===== config.mk =====
export PLATFORM = sky130hd
export DESIGN_NAME = regfile_sb
export DESIGN_NICKNAME = d
export VERILOG_FILES = /design/src/rtl/cpu_pkg.sv /design/src/rtl/regfile_scoreboard.sv /design/src/rtl/regfile_sb.sv
export SDC_FILE = /design/constraint.sdc
export NUM_CORES = 1
export LEC_CHECK = 0
export ABC_AREA = 1
export BUFFER_PORTS_ARGS = -buffer_cell sky130_fd_sc_hd__buf_2
export CAP_MARGIN = 10
export CORE_MARGIN = 5
export CORE_UTILIZATION = 30
export CTS_CLUSTER_SIZE = 8
export DETAILED_ROUTE_END_ITERATION = 8
export GPL_TIMING_DRIVEN = 0
export PLACE_DENSITY = 0.43
export SLEW_MARGIN = 10
export SYNTH_ARGS = -nofsm -noshare
export SYNTH_HDL_FRONTEND = slang
export SYNTH_HIERARCHICAL = 1
export SYNTH_SLANG_ARGS = --single-unit

===== constraint.sdc =====
create_clock -name clk -period 5.1 [get_ports clk]
set_input_delay 1.275 -clock clk [delete_from_list [all_inputs] [get_ports clk]]
set_output_delay 1.275 -clock clk [all_outputs]
set_load 0.05 [all_outputs]

===== src/rtl/cpu_pkg.sv =====
// Shared CPU types: default register file geometry and
// the register index and data word typedefs.
package cpu_pkg;

    localparam int DATA_W_DEF = 16;
    localparam int ADDR_W_DEF = 4;

    typedef logic [ADDR_W_DEF-1:0] reg_idx_t;
    typedef logic [DATA_W_DEF-1:0] word_t;

endpackage


===== src/rtl/regfile_scoreboard.sv =====
// Busy scoreboard: per-register busy bits, operand masking,
// outstanding-producer count. Honours REGFILE_ZERO_REG_EN.
module regfile_scoreboard
    import cpu_pkg::*;
#(
    parameter int ADDR_W = ADDR_W_DEF
) (
    input  logic              clk,
    input  logic              rst,
    input  logic [ADDR_W-1:0] read_reg1,
    input  logic [ADDR_W-1:0] read_reg2,
    input  logic [ADDR_W-1:0] write_reg,
    input  logic              reg_write,
    input  logic [ADDR_W-1:0] mark_reg,
    input  logic              mark_en,
    output logic              busy1,
    output logic              busy2,
    output logic [ADDR_W:0]   busy_cnt,
    output logic              all_idle
);

    localparam int NREG = 2**ADDR_W;
    localparam int CW   = ADDR_W + 1;

    logic [NREG-1:0] r_busy;
    logic [CW-1:0]   r_cnt;

    logic [NREG-1:0] w_set_raw;
    logic [NREG-1:0] w_set;
    logic [NREG-1:0] w_clr;
    logic [NREG-1:0] w_nxt;
    logic            w_inc;
    logic            w_dec;

    assign w_set_raw = mark_en ? (NREG'(1) << mark_reg) : '0;
    assign w_clr     = reg_write ? (NREG'(1) << write_reg) : '0;

`ifdef REGFILE_ZERO_REG_EN
    assign w_set = w_set_raw & ~NREG'(1);
`else
    assign w_set = w_set_raw;
`endif

    // A new producer wins over a retiring one on the same register.
    assign w_nxt = w_set | (r_busy & ~w_clr);

    // At most one mark and one writeback per cycle, so each is 0/1.
    assign w_inc = |(w_set & ~r_busy);
    assign w_dec = |(w_clr & r_busy & ~w_set);

    always_ff @(posedge clk) begin
        if (rst) begin
            r_busy <= '0;
            r_cnt  <= '0;
        end else begin
            r_busy <= w_nxt;
            r_cnt  <= r_cnt + CW'(w_inc) - CW'(w_dec);
        end
    end

    assign busy1 = r_busy[read_reg1]
                 & ~(reg_write && (write_reg == read_reg1));
    assign busy2 = r_busy[read_reg2]
                 & ~(reg_write && (write_reg == read_reg2));

    assign busy_cnt = r_cnt;
    assign all_idle = (r_cnt == '0);

endmodule


===== src/rtl/regfile_sb.sv =====
// Two-read/one-write register file with bypass and busy scoreboard.
// Optional hardwired-zero r0 via REGFILE_ZERO_REG_EN.
module regfile_sb
    import cpu_pkg::*;
#(
    parameter int DATA_W = DATA_W_DEF,
    parameter int ADDR_W = ADDR_W_DEF
) (
    input  logic              clk,
    input  logic              rst,
    input  logic [ADDR_W-1:0] read_reg1,
    input  logic [ADDR_W-1:0] read_reg2,
    output logic [DATA_W-1:0] read_data1,
    output logic [DATA_W-1:0] read_data2,
    output logic              busy1,
    output logic              busy2,
    input  logic [ADDR_W-1:0] write_reg,
    input  logic [DATA_W-1:0] write_data,
    input  logic              reg_write,
    input  logic [ADDR_W-1:0] mark_reg,
    input  logic              mark_en,
    output logic [ADDR_W:0]   busy_cnt,
    output logic              all_idle
);

    localparam int NREG = 2**ADDR_W;

    logic [DATA_W-1:0] r_mem [NREG];

    logic w_we;
    logic w_byp1;
    logic w_byp2;
    logic w_zero1;
    logic w_zero2;

`ifdef REGFILE_ZERO_REG_EN
    assign w_we    = reg_write && (write_reg != '0);
    assign w_zero1 = (read_reg1 == '0);
    assign w_zero2 = (read_reg2 == '0);
`else
    assign w_we    = reg_write;
    assign w_zero1 = 1'b0;
    assign w_zero2 = 1'b0;
`endif

    always_ff @(posedge clk) begin
        if (rst) begin
            r_mem <= '{default: '0};
        end else if (w_we) begin
            r_mem[write_reg] <= write_data;
        end
    end

    assign w_byp1 = reg_write && (write_reg == read_reg1);
    assign w_byp2 = reg_write && (write_reg == read_reg2);

    always_comb begin
        read_data1 = r_mem[read_reg1];
        read_data2 = r_mem[read_reg2];
        if (w_byp1) read_data1 = write_data;
        if (w_byp2) read_data2 = write_data;
        if (w_zero1) read_data1 = '0;
        if (w_zero2) read_data2 = '0;
    end

    regfile_scoreboard #(
        .ADDR_W (ADDR_W)
    ) u_sb (
        .clk       (clk),
        .rst       (rst),
        .read_reg1 (read_reg1),
        .read_reg2 (read_reg2),
        .write_reg (write_reg),
        .reg_write (reg_write),
        .mark_reg  (mark_reg),
        .mark_en   (mark_en),
        .busy1     (busy1),
        .busy2     (busy2),
        .busy_cnt  (busy_cnt),
        .all_idle  (all_idle)
    );

endmodule


==> flow_metrics.env, run 1 <==
export IMPL_status="completed"
export IMPL_synth_top_area_cell="dfxtp_1"
export IMPL_ys_ff_latch=277
export IMPL_cap_violations=0
export IMPL_clk_pin_slew_ps=60
export IMPL_h_tree_depth=2
export IMPL_reg2reg_slack_ps=2520
export IMPL_synth_edf_count=0
export IMPL_ys_types=37
export IMPL_cts_tree="done"
export IMPL_p_int_mw=4.11
export IMPL_die_x_um=248
export IMPL_port_buffers=58
export IMPL_timing_fmax_mhz=196
export IMPL_die_y_um=248
export IMPL_num_rows=87
export IMPL_pwr_share_clk_pct=42.3
export IMPL_yosysSeqAreaShare_pct=32.8
export IMPL_syn_inst=2728
export IMPL_place_congestion=1.05
export IMPL_wirelength_um=105000
export IMPL_end_kind="primary output"
export IMPL_fin_nets=2873
export IMPL_path_depth=10
export IMPL_rsz0062_at_grt="no"
export IMPL_dp_slack_ps=79.1
export IMPL_skew_ps=3.89
export IMPL_syn_nets=2771
export IMPL_critPathBufInv=4
export IMPL_combPwrFrac_pct=21.9
export IMPL_crit_fanout=10
export IMPL_power_density_nw_per_um2=325
export IMPL_irDropWorstVdd_v=0.000281
export IMPL_power_mw=6.28
export IMPL_postCtsSetupBuffers=0
export IMPL_yosysMostFrequentCell="nand2_1"
export IMPL_grt_max_degree=14
export IMPL_slew_violations=0
export IMPL_grt_pass1_vias=18400
export IMPL_root_buffer="clkbuf_16"
export IMPL_grtUsageTotal_pct=33.3
export IMPL_drt_pass1_iter_count=5
export IMPL_drt_iter0_drc=2472
export IMPL_synth_top_cells_by_count="nand2_1 (705), nand3_1 (491), nor2_1 (340), inv_1 (313), dfxtp_1 (277)"
export IMPL_slowest_delay_ps=720
export IMPL_worst_slack_ps=1.46
export IMPL_layout_drive_gt1_share_pct=9.51
export IMPL_slowest_stage="clkbuf_1"
export IMPL_dieArea_um2=61300
export IMPL_crit_arrival_ps=3820
export IMPL_wire_per_inst_um=29.2
export IMPL_cp_endpoint="read_data1[14]"
export IMPL_grt_pass1_wl_um=143000
export IMPL_viasPerCell=5.52
export IMPL_rr_endpoint="u_sb/busy_cnt[4]$_SDFF_PP0_"
export IMPL_worstPathCellList="buf_2 -> buf_2 -> clkbuf_1 -> nand3_1 -> nand3_1 -> nand3_1 -> nand2_1 -> nand2_1 -> nand2_1 -> buf_2"
export IMPL_fin_tns_setup_ps=0
export IMPL_antenna_found_initial=3
export IMPL_switching_share_pct=34.6
export IMPL_tightest_slew_ps=1380
export IMPL_netlist_area_um2=16900
export IMPL_core_area_um2=56200
export IMPL_clock_path_buffers=3
export IMPL_io_pin_count=76
export IMPL_layout_min_cycle_time_ps=5100
export IMPL_synth_top_area_share_pct=32.8
export IMPL_cp_data_required_time_ps=3830
export IMPL_cp_startpoint="read_reg1[1]"
export IMPL_syn_to_final_growth_pct=14.3
export IMPL_rr_worst_depth=14
export IMPL_fill_cells=6359
export IMPL_leakagePower_nw=8.70
export IMPL_worstSkewPairLatency_ps=580
export IMPL_clkSinkCount=277
export IMPL_timing_final_crit_share_pct=100
export IMPL_postRouteAntennaNets=0
export IMPL_power_share_sequential_pct=35.8
export IMPL_synth_area_top_cells="dfxtp_1 (33%), nand2_1 (16%), nand3_1 (15%)"
export IMPL_fin_util_pct=34.4
export IMPL_synthArstFlopShare_pct=0
export IMPL_worstReg2RegStart="u_sb/r_busy[11]$_SDFF_PP0_"
export IMPL_grt_overflow=0
export IMPL_place_hpwl_um=78600
export IMPL_critPathLaunchType="primary input"
export IMPL_slew_headroom_pct=8.05
export IMPL_setup_viol=0
export IMPL_cp_top_family="buffers and inverters"
export IMPL_critical_path_class="in -> out"
export IMPL_initial_core_util_pct=30.1
export IMPL_finalHoldViolCount=0
export IMPL_vias=19800
export IMPL_yosys_warnings=6
export IMPL_hold_path_startpoint="r_mem[231]$_SDFFE_PP0P_"
export IMPL_netSwitchingPower_mw=2.17
export IMPL_cts_buffers=42
export IMPL_synth_flop_cell="dfxtp_1"
export IMPL_avgSynthCellArea_um2=6.21
export IMPL_hold_class="reg -> reg"
export IMPL_drc=0
[flip-flops by register name, summed over array words and instances (netlist names)]
register       cells
r_mem            256
u_sb/busy_cnt      5
u_sb/r_busy       16
[logic make-up after synthesis]
family | after synthesis | synth area share, %
adders and majority gates | 7 | 0.562
and+or+nand+nor | 1569 | 39.1
DFF | 277 | 32.8
buffers and inverters | 553 | 14.0
xor gates and xnor gates | 3 | 0.155
AOI/OAI and AO/OA | 319 | 13.5
[repair_timing]
item,CTS,global route
hold buffers,0,0
gates resized for setup,0,3
setup endpoints to repair,0,1
[tightest hold or removal path: stages, from the launching register on]
cell      delay, ps
dfxtp_1         300
inv_1            80
a211oi_1         70
[final cells by class]
type / count / area, um2 / area share, %
timing repair buffer: 58 / 290 / 1.50
antenna: 1 / 2.50 / 0.0129
clock inverter: 4 / 48.8 / 0.252
sequential: 277 / 5550 / 28.7
multi-input combinational: 1898 / 9020 / 46.6
buffer: 227 / 1150 / 5.92
clock buffer: 50 / 1120 / 5.80
inverter: 326 / 1220 / 6.33
tap: 756 / 946 / 4.89
[power groups by stage]
stage	logic (mW)	clock network, mW	registers, mW
floorplan	0.770	0	2.33
global placement	1.33	0	2.30
detailed placement	1.33	0	2.30
CTS	1.33	2.69	2.25
global route	1.44	2.76	2.26
finish	1.38	2.65	2.25
[how the worst min path moves through the flow]
stage	endpoint	slack, ps	cells past startpoint
after floorplan	r_mem[0]$_SDFFE_PP0P_	460	2
after global placement	r_mem[88]$_SDFFE_PP0P_	470	2
after detailed placement	r_mem[231]$_SDFFE_PP0P_	470	2
after CTS	r_mem[231]$_SDFFE_PP0P_	480	2
after global routing	r_mem[190]$_SDFFE_PP0P_	500	2
final	r_mem[231]$_SDFFE_PP0P_	490	2
[routing by layer]
layer / wire length [um] / up-vias / share of wire [%] / GRT usage (%)
met5: 0 / - / 0 / 0
met4: 5110 / 0 / 4.9 / 13.8
met3: 9730 / 220 / 9.3 / 7.46
met2: 45200 / 1026 / 43 / 51.0
met1: 45000 / 9547 / 43 / 45.3
li1: - / 9054 / - / -
[cells in the final DEF (no fill, tap or decap), types with 3 or more instances in the layout]
cell       instances
a211oi_1         256
a21oi_1           27
buf_1             21
buf_2            172
buf_4              6
buf_6             14
clkbuf_1          72
clkbuf_16         43
clkbuf_2           3
clkbuf_8           4
clkinv_2           3
dfxtp_1          277
ha_1               6
inv_1            313
inv_2             11
nand2_1          705
nand3_1          491
nand4_1           21
nor2_1           340
nor2_2             4
o21ai_0           21
o22ai_1            8
[metrics by stage]
stage | area, um2 | hold slack, ps | cells
after floorplan | 16900 | 459 | 2728
after global placement | 18200 | 473 | 3542
after detailed placement | 18200 | 472 | 3542
after CTS | 19300 | 483 | 3596
after global routing | 19300 | 504 | 3596
final | 19300 | 492 | 3597
Power figures use the tool's default switching activity.
==> run 2: changes to the inputs <==
--- a/config.mk
+++ b/config.mk
@@ -14,6 +14,7 @@
 export DETAILED_ROUTE_END_ITERATION = 8
 export GPL_TIMING_DRIVEN = 0
 export PLACE_DENSITY = 0.43
+export REMOVE_ABC_BUFFERS = 1
 export SLEW_MARGIN = 10
 export SYNTH_ARGS = -nofsm -noshare
 export SYNTH_HDL_FRONTEND = slang
==> run 2 against run 1 <==
Effect of this change:
- non-clock buffer count is 178 lower
- via count decreased by 9.8%
- critical path depth is 1 lower
- cell count down 5.0%
- first-iteration DRC count down 34%
==> flow_metrics.env, run 2 (same netlist as run 1, synthesis figures left out) <==
export IMPL_largest_register="r_mem"
export IMPL_initial_core_util_pct=30.1
export IMPL_slowest_stage="buf_4"
export IMPL_rsz0062_at_grt="no"
export IMPL_wirelength_um=69900
export IMPL_leakagePower_nw=8.46
export IMPL_worstSkewPairLatency_ps=560
export IMPL_clkSinkCount=277
export IMPL_timing_final_crit_share_pct=98.6
export IMPL_irDropWorstVdd_v=0.000195
export IMPL_h_tree_depth=2
export IMPL_end_kind="primary output"
export IMPL_stdcell_count=3416
export IMPL_critPathLaunchType="primary input"
export IMPL_slew_violations=0
export IMPL_critical_path_class="in -> out"
export IMPL_power_mw=5.95
export IMPL_layout_min_cycle_time_ps=5030
export IMPL_core_area_um2=56200
export IMPL_place_hpwl_um=37900
export IMPL_cap_violations=0
export IMPL_power_density_nw_per_um2=312
export IMPL_die_x_um=248
export IMPL_antenna_found_initial=0
export IMPL_mostFrequentLayoutCells="nand2_1 (705), nand3_1 (488), nor2_1 (340), inv_1 (301), dfxtp_1 (277)"
export IMPL_crit_fanout=47
export IMPL_finalHoldViolCount=0
export IMPL_clock_path_buffers=3
export IMPL_grt_pass1_vias=16900
export IMPL_cts_tree="done"
export IMPL_root_buffer="clkbuf_16"
export IMPL_largest_register_ffs=256
export IMPL_dieArea_um2=61300
export IMPL_timing_fmax_mhz=199
export IMPL_port_buffers=75
export IMPL_grt_pass1_wl_um=105000
export IMPL_num_rows=87
export IMPL_setup_viol=0
export IMPL_fin_nets=2694
export IMPL_wire_per_inst_um=20.5
export IMPL_viasPerCell=5.24
export IMPL_drt_pass1_iter_count=6
export IMPL_syn_to_final_growth_pct=12.5
export IMPL_worstPathCellList="buf_4 -> inv_4 -> buf_16 -> o22ai_1 -> nand3b_4 -> buf_4 -> nand2_1 -> nand2_1 -> buf_2"
export IMPL_tightest_slew_ps=901
export IMPL_place_congestion=0.837
export IMPL_grt_overflow=0
export IMPL_clk_pin_slew_ps=50
export IMPL_cp_data_required_time_ps=3830
export IMPL_hold_class="reg -> reg"
export IMPL_die_y_um=248
export IMPL_slowest_delay_ps=570
export IMPL_status="completed"
export IMPL_skew_ps=16.4
export IMPL_drc=0
export IMPL_layout_drive_gt1_share_pct=7.22
export IMPL_cts_buffers=41
export IMPL_crit_arrival_ps=3760
export IMPL_drt_iter0_drc=1634
export IMPL_vias=17900
export IMPL_diodes=0
export IMPL_grtUsageTotal_pct=22.0
export IMPL_slew_headroom_pct=39.9
export IMPL_final_common_cell="nand2_1"
export IMPL_io_pin_count=76
export IMPL_dp_cells=3358
export IMPL_grt_max_degree=108
export IMPL_postCtsHoldBufs=0
export IMPL_postRouteAntennaNets=0
-- run 2: critical path, delay by kind of cell --
kind / cells / cell delay [ps]
compound gates: 1 / 190
simple gates: 3 / 430
buf+inv: 5 / 1790
-- run 2: final timing paths --
kind | cells past startpoint | slack, ps | start | to
worst max-delay path | 9 | 70 | read_reg2[1] | read_data2[8]
worst min register to register | 2 | 480 | r_mem[19]$_SDFFE_PP0P_ | r_mem[19]$_SDFFE_PP0P_
worst min-delay path | 2 | 480 | r_mem[19]$_SDFFE_PP0P_ | r_mem[19]$_SDFFE_PP0P_
worst max register to register | 14 | 2450 | u_sb/r_busy[3]$_SDFF_PP0_ | u_sb/busy_cnt[4]$_SDFF_PP0_
-- run 2: cell type report --
cell class / instances / area [um2]
clock buffer: 51 / 1100
clock inverter: 1 / 16.3
fill: 6122 / 37100
inverter: 326 / 1280
multi-input combinational: 1898 / 9040
sequential: 277 / 5550
tap: 756 / 946
timing repair buffer: 107 / 1110
-- run 2: where the power goes --
part,internal [mW],switching (mW)
clock,1.49,1.04
sequential,2.23,0.0243
combinational,0.311,0.852
total,4.03,1.92
-- run 2: stage by stage --
stage	setup WS (ps)	cell area (um2)	hold slack, ps	util [%]	setup TNS, ps
after floorplan	-291	15800	457	-	-4660
after global placement	-6840	17100	471	30.5	-424820
after detailed placement	-1150	17800	473	31.7	-28660
after CTS	20.0	19000	486	33.8	0
after global routing	26.2	19000	502	33.9	0
final	69.8	19000	484	33.9	0
-- run 2: repair_timing --
item | in CTS | in global routing
setup endpoints to repair | 32 | 26
gates cloned | 0 | 2
setup buffers | 4 | 0
pin swaps | 3 | 0
gates resized for setup | 12 | 1
-- run 2: per-layer routing --
layer	track usage [%]	vias up	routed length, um
met5	0	-	0
met4	8.91	0	2530
met3	3.35	163	5060
met2	35.2	678	30900
met1	29.8	8357	31400
li1	-	8698	-
